[config.mk]
export PLATFORM = sky130hd
export DESIGN_NAME = demux_fifo_1x2
export DESIGN_NICKNAME = d
export VERILOG_FILES = /design/src/rtl/demux_fifo_1x2.sv
export SDC_FILE = /design/constraint.sdc
export NUM_CORES = 1
export LEC_CHECK = 0
export CORE_ASPECT_RATIO = 0.6
export CORE_MARGIN = 1.5
export CORE_UTILIZATION = 50
export CTS_CLUSTER_DIAMETER = 150
export CTS_CLUSTER_SIZE = 12
export DETAILED_ROUTE_END_ITERATION = 10
export GPL_ROUTABILITY_DRIVEN = 0
export GPL_TIMING_DRIVEN = 1
export PLACE_DENSITY = 0.73
export SKIP_LAST_GASP = 1
export SLEW_MARGIN = 20
export SYNTH_ARGS = -nofsm -noshare
export SYNTH_HDL_FRONTEND = slang
export SYNTH_SLANG_ARGS = --single-unit
[constraint.sdc]
create_clock -name clk -period 2.1 [get_ports clk]
set_input_delay 0.21 -clock clk [delete_from_list [all_inputs] [get_ports clk]]
set_output_delay 0.21 -clock clk [all_outputs]
set_load 0.1 [all_outputs]
[src/rtl/demux_fifo_1x2.sv]
// demux_fifo_1x2: splits one word stream into two lane FIFOs, alternating lanes.
// Ports: clk, reset, valid_in, data_in, pop_0/1, data_out_0/1, valid_out_0/1,
//        empty_0/1, full_0/1, overflow.

// demux_fifo_lane: one circular FIFO lane with a registered pop output.
// Ports: clk, reset, push, pop, data_in, data_out, valid_out, empty, full, drop.
module demux_fifo_lane #(
    parameter int DATA_W = 8,
    parameter int DEPTH  = 4
) (
    input  logic              clk,
    input  logic              reset,
    input  logic              push,
    input  logic              pop,
    input  logic [DATA_W-1:0] data_in,
    output logic [DATA_W-1:0] data_out,
    output logic              valid_out,
    output logic              empty,
    output logic              full,
    output logic              drop
);
    localparam int AW = $clog2(DEPTH);
    localparam int CW = AW + 1;
    localparam logic [CW-1:0] FULL_CNT = CW'(DEPTH);

    logic [DATA_W-1:0] mem [DEPTH];
    logic [AW-1:0]     wr_ptr;
    logic [AW-1:0]     rd_ptr;
    logic [CW-1:0]     count;
    logic [CW-1:0]     count_nx;
    logic              pop_ok;
    logic              wr_ok;

    // A pop frees the head slot in the same edge, so a full lane can
    // still take a word when it is popped at the same time.
    assign pop_ok = pop && !empty;
    assign wr_ok  = push && (!full || pop_ok);
    assign drop   = push && full && !pop_ok;

    always_comb begin
        count_nx = count + CW'(wr_ok) - CW'(pop_ok);
    end

    always_ff @(posedge clk) begin
        if (reset) begin
            wr_ptr    <= '0;
            rd_ptr    <= '0;
            count     <= '0;
            empty     <= 1'b1;
            full      <= 1'b0;
            valid_out <= 1'b0;
            data_out  <= '0;
        end else begin
            valid_out <= pop_ok;
            if (pop_ok) begin
                data_out <= mem[rd_ptr];
                rd_ptr   <= rd_ptr + 1'b1;
            end
            if (wr_ok) begin
                wr_ptr <= wr_ptr + 1'b1;
            end
            count <= count_nx;
            empty <= (count_nx == '0);
            full  <= (count_nx == FULL_CNT);
        end
    end

    // Storage needs no reset; the pointers and count define validity.
    always_ff @(posedge clk) begin
        if (!reset && wr_ok) begin
            mem[wr_ptr] <= data_in;
        end
    end
endmodule

module demux_fifo_1x2 #(
    parameter int DATA_W = 8,
    parameter int DEPTH  = 4
) (
    input  logic              clk,
    input  logic              reset,
    input  logic              valid_in,
    input  logic [DATA_W-1:0] data_in,
    input  logic              pop_0,
    input  logic              pop_1,
    output logic [DATA_W-1:0] data_out_0,
    output logic [DATA_W-1:0] data_out_1,
    output logic              valid_out_0,
    output logic              valid_out_1,
    output logic              empty_0,
    output logic              empty_1,
    output logic              full_0,
    output logic              full_1,
    output logic              overflow
);
    logic sel;
    logic drop_0;
    logic drop_1;

    // sel flips on every valid word, dropped ones included, so lane
    // assignment always follows arrival parity.
    always_ff @(posedge clk) begin
        if (reset) begin
            sel      <= 1'b0;
            overflow <= 1'b0;
        end else begin
            if (valid_in) begin
                sel <= ~sel;
            end
            if (drop_0 || drop_1) begin
                overflow <= 1'b1;
            end
        end
    end

    demux_fifo_lane #(
        .DATA_W (DATA_W),
        .DEPTH  (DEPTH)
    ) u_lane_0 (
        .clk       (clk),
        .reset     (reset),
        .push      (valid_in && !sel),
        .pop       (pop_0),
        .data_in   (data_in),
        .data_out  (data_out_0),
        .valid_out (valid_out_0),
        .empty     (empty_0),
        .full      (full_0),
        .drop      (drop_0)
    );

    demux_fifo_lane #(
        .DATA_W (DATA_W),
        .DEPTH  (DEPTH)
    ) u_lane_1 (
        .clk       (clk),
        .reset     (reset),
        .push      (valid_in && sel),
        .pop       (pop_1),
        .data_in   (data_in),
        .data_out  (data_out_1),
        .valid_out (valid_out_1),
        .empty     (empty_1),
        .full      (full_1),
        .drop      (drop_1)
    );
endmodule

After elaboration in Yosys (flattened, before gate mapping)
Memories as Yosys holds them, arrays and structs flattened. A register that Yosys moved wholly into a read port is not among the register bits.
Cells that the tools add are included.
- bits in registers: 22
- bits in writable memories: 64
- word-level logic and storage cells: 56
- output and inout bits: 23
- input port bits: 13
- memories: 2
- memories (memory ; words ; bits a word ; read ports ; clocked after Yosys merged registers in ; wr ports ; RTL line ; RTL):
    u_lane_0.mem ; 4 ; 8 ; 1 ; 1 ; 1 ; 26 ; logic [DATA_W-1:0] mem [DEPTH];
    u_lane_1.mem ; 4 ; 8 ; 1 ; 1 ; 1 ; 26 ;
- bitwise operators: 1
- mux-type cells: 4
- equality and inequality tests: 2
- reduce and logical (&&, ||, !) cells: 25
- add/sub/neg operators: 8
- operator list (cell ; count):
    logical AND 1 bit ; 12
    adder 2 x 1 -> 2 bit (second input constant) ; 4
    zero test 1 bit ; 8
    adder 3 x 1 -> 3 bit ; 2
    == test 3 bit (second input constant) ; 2
    zero test 3 bit ; 2
    subtractor 3 x 1 -> 3 bit ; 2
    two-way mux 1 bit ; 4
    logical OR 1 bit ; 3
    inverter 1 bit ; 1

Longest topological paths before layout
Gate-level depths: netlist of the first run.
- word-level depth: 7
- mapped depth: 10
- depth with buffers taken out: 10

Cells and area by module
Synthesis of the first run repeated with hierarchy kept, for this count alone.
- cells, all modules: 266
- area, all modules: 3953.8 µm²
- by module, submodules not included (module ; cells an instance ; area each (µm²) ; times used ; seq. area each (µm²)):
    demux_fifo_lane ; 129 ; 1938.1 ; 2 ; 1321.3
    demux_fifo_1x2 ; 8 ; 77.6 ; 1 ; 40.0

Least setup slack after synthesis of the first run
Ideal clock, no wire load.
- path type: register -> register
- start: register u_lane_0.empty
- end: register u_lane_0.full
- path buffers: 0
- path slack: -0.652 ns
- period minus slack after synthesis: 2.752 ns
- library setup time: 0.116 ns
- data required time: 1.984 ns
- data arrival time: 2.636 ns
- cell stages (with the launch flop): 11
- cells stage by stage: dfxtp_1 -> nand2b_1 -> inv_2 -> ha_1 -> inv_1 -> ha_1 -> inv_1 -> fa_1 -> xnor3_1 -> nor2_1 -> and3_1
- word-level cells in the longest chain between the ends: 7
- ends and longest elaborated chain (what ; RTL line ; RTL):
    start, declared ; 18 ; output logic empty,
    start signal, assigned ; 63 ; empty <= (count_nx == '0);
    zero test 1 bit * ; 36 ; assign pop_ok = pop && !empty;
    logical AND 1 bit * ; 36 ;
    via u_lane_0.pop_ok ; 31 ; logic pop_ok;
    logical OR 1 bit ; 37 ; assign wr_ok = push && (!full || pop_ok);
    logical AND 1 bit ; 37 ;
    adder 3 x 1 -> 3 bit ; 41 ; count_nx = count + CW'(wr_ok) - CW'(pop_ok);
    subtractor 3 x 1 -> 3 bit * ; 41 ;
    == test 3 bit * ; 64 ; full <= (count_nx == FULL_CNT);
    end signal, assigned ; 64 ;
    end, declared ; 19 ; output logic full,
The timed path passes the listed nets; every way through them passes the cells marked *.
A chain may end at the register's enable or synchronous reset.

Worst setup path in the final report of the first run
Ends and elaborated chain as after synthesis.

==> results of run 1 <==
## kinds of logic (layout without fill, tap and decap cells)
kind of cell	count (synthesis)	in the layout	synth area share
simple gates	73	73	0.08381
flops	102	102	0.6781
fa+ha+maj	14	14	0.04807
compound gates	25	25	0.03732
xor+xnor	6	6	0.02024
buf+inv	26	87	0.03068
mux	20	20	0.1018
## power by group
group	internal [uW]	switching, uW	total, uW
clock network	1040	676	1710
logic	646	1200	1850
registers	2350	122	2470
total	4030	2000	6030
## metal layers
metal,wire (um),share of wire
met1,3314,0.49
met5,0,0
met2,3146,0.46
met3,273,0.040
met4,90,0.013
## cells in the mapped netlist (2+ instances only)
master    number
edfxtp_1      64
dfxtp_1       38
nand2_1       33
a21oi_1       19
nor2_1        18
mux4_2        16
inv_1         14
ha_1          12
nand2b_1       9
and2_1         8
buf_2          7
a21oi_2        2
and3_1         2
buf_6          2
fa_1           2
inv_2          2
mux2i_1        2
nand3b_1       2
xnor2_1        2
xnor3_1        2
xor2_1         2
## layout make-up
type                    instances  area, um2
clock buffers                   9      225.2
clock inverters                 7      88.84
fillers                       575       2555
inverters                      16      65.06
multi-input cells             138       1197
flip-flops and latches        102       2693
well taps                     104      130.1
repair buffers                 55      493.0
## per-stage QoR
| stage | setup slack [ps] | utilization | TNS (ps) | hold WS, ps |
|---|---|---|---|---|
| after global routing | 77.53 | 0.6569 | 0 | 483.0 |
| after detailed placement | -153.5 | 0.6148 | -460.6 | 451.6 |
| after global placement | -106.7 | 0.6148 | -733.3 | 443.2 |
| after CTS | 187.4 | 0.6569 | 0 | 460.4 |
| final | 200.4 | 0.6569 | 0 | 459.0 |
| after floorplan | -4.134 | - | -4.134 | 300.9 |
## sequential cells by signal, summed over array words and instances (netlist names), 2 cells and up
register	count
u_lane_0.mem	32
u_lane_1.mem	32
u_lane_0.data_out	8
u_lane_1.data_out	8
u_lane_0.count	3
u_lane_1.count	3
u_lane_0.rd_ptr	2
u_lane_0.wr_ptr	2
u_lane_1.rd_ptr	2
u_lane_1.wr_ptr	2
## worst paths after layout
path	to	slack (ps)	depth (start not counted)
worst max-delay path	u_lane_0.full$_SDFF_PP0_	200	10
worst min-delay path	u_lane_1.data_out[0]$_SDFFE_PP0P_	460	2
worst max register to register	u_lane_0.full$_SDFF_PP0_	200	10
worst min register to register	u_lane_1.data_out[0]$_SDFFE_PP0P_	460	2
## worst max-delay path: stages, from the launching register on
cell and delay [ps]:
dfxtp_4 350, nand2b_4 160, inv_4 70, ha_4 190
inv_1 50, ha_1 130, inv_1 50, fa_2 340
xnor3_1 200, nor2_1 60, and3_1 200
==> summary.md, run 1 <==
| Metric | Value |
|---|---|
| CTS root buffer | clkbuf_16 |
| Worst-Margin Slew | roughly 470 ps |
| N_diodes | 0 |
| DRT Pass-1 Iters | 4 |
| YS warnings | 0 |
| Type of element launching the critical path | flip-flop |
| Max cap viols | 0 |
| FF-to-FF Start | u_lane_0.empty$_SDFF_PP1_ |
| Reg clk slew, reported paths | approximately 60 ps |
| Top cell type by total area after synthesis | edfxtp_1 |
| GR peak layer | met2 |
| Global-route usage over all layers | 0.1836 |
| WL/cell | approximately 16 um |
| Max VDD drop | 1.008 mV |
| P&R area growth vs syn | 23.66% |
| Vias | 2178 |
| Resize count post-CTS | 0 |
| Cts hold-fix bufs | 0 |
| Crit path time final | 1900 ps |
| Setup bufs post-CTS | 0 |
| Port Buf Inserts | 35 |
| Data required, critical path | 2340 ps |
| #FFs+latches synth | 102 |
| Total die area | roughly 8500 um2 |
| Final instance area | 4892 um2 |
| Hold crit path type | reg -> reg |
| Row count | 24 |
| Clock sinks | ~100 |
| Post-route ant nets | 0 |
| Hold violation count in the final report | 0 |
| Max frequency | 526.4 MHz |
| Drt drc | 0 |
| CP endpoint kind | flip-flop |
| RSZ-0062 raised after global routing | no |
| Die Y | 71.90 um |
| PwrDens | 1232 nW/um2 |
| Leakage | between 0.0015 and 0.002 uW |
| CTS tree | built |
| Vias per cell | between 5 and 6 |
| Outcome | finished clean |
| DP Area | 4578 um2 |
| CTS Buffer Depth | 2 |
| First-pass GRT wire length | 11.27 mm |
| Max-slew violation count | 0 |
| Most used DFF post-synth | edfxtp_1 |
| Final Cycle Share | 0.9046 |
| Number of synthesized flops with an enable pin | 64 |
| Grt met2 use | 0.2762 |
| Ranking of synthesized cells by area | edfxtp_1, dfxtp_1, mux4_2 |
| Syn Std Cell Area | 3956 um2 |
| Worst relative slew slack | 0.6866 |
| Vias in the first global route | 2144 |
| Worst hold start | u_lane_1.data_out[0]$_SDFFE_PP0P_ |
| Worst-skew pair later-pin latency | 340 ps |
| DRT iter0 DRCs | 130 |
| Pwr Total | 6027 uW |
| Initial antenna violation count | 0 |
| Worst path arrival time | around 2100 ps |
| Dpl cells | 415 |
| Io pins | 36 |
| Starting Density | 0.5312 |
| Final Non-Filler Cells | 431 |
| Seq/Total Area, Yosys | 0.6781 |
| Met3 usage | 0.06211 |
| CTS buffer count | 9 |
| Async SR Flop Fraction | 0 |
| Syn avg cell area | approximately 15 um2 |
| H-tree level count | 3 |
| Die Wd | 117.8 um |
| Critical Path Fanout Max | 4 |
| Area of the core | around 7400 um2 |
| Largest net degree at the start of global routing | ~40 |
| M1 GR Usage | 0.2528 |
| Layout cell share with drive strength beyond 1 | 0.2783 |
| Syn_nets | 293 |
| Most common cell after layout, fill and taps aside | edfxtp_1 |
| Post-synth top area share | 0.4858 |
| Post-DP HPWL | 4.701 mm |
| Remaining global-route overflow | 0 |
| Routed Wire Length | 6.824 mm |
| Layout Nets | 349 |
| Most frequent cells in the layout | edfxtp_1, buf_4, dfxtp_1, nand2_1, a21oi_1 |
| # setup viols final | 0 |
| CP Class | reg -> reg |
| Setup Skew | 4.657 ps |
| Number of distinct library cells after synthesis | 29 |
| Synth Instances | 266 |
| CP startpoint | u_lane_0.empty$_SDFF_PP1_ |
(Power assumes the default switching activity.)
==> run 2, diff against run 1 <==
--- a/config.mk
+++ b/config.mk
@@ -9,10 +9,11 @@
 export CORE_MARGIN = 1.5
 export CORE_UTILIZATION = 50
 export CTS_CLUSTER_DIAMETER = 150
-export CTS_CLUSTER_SIZE = 12
+export CTS_CLUSTER_SIZE = 14
 export DETAILED_ROUTE_END_ITERATION = 10
 export GPL_ROUTABILITY_DRIVEN = 0
 export GPL_TIMING_DRIVEN = 1
+export HOLD_SLACK_MARGIN = 0.05
 export PLACE_DENSITY = 0.73
 export SKIP_LAST_GASP = 1
 export SLEW_MARGIN = 20
==> results of run 2 <==
Same layout as run 1: the final DEF is identical, and so are final timing and power.
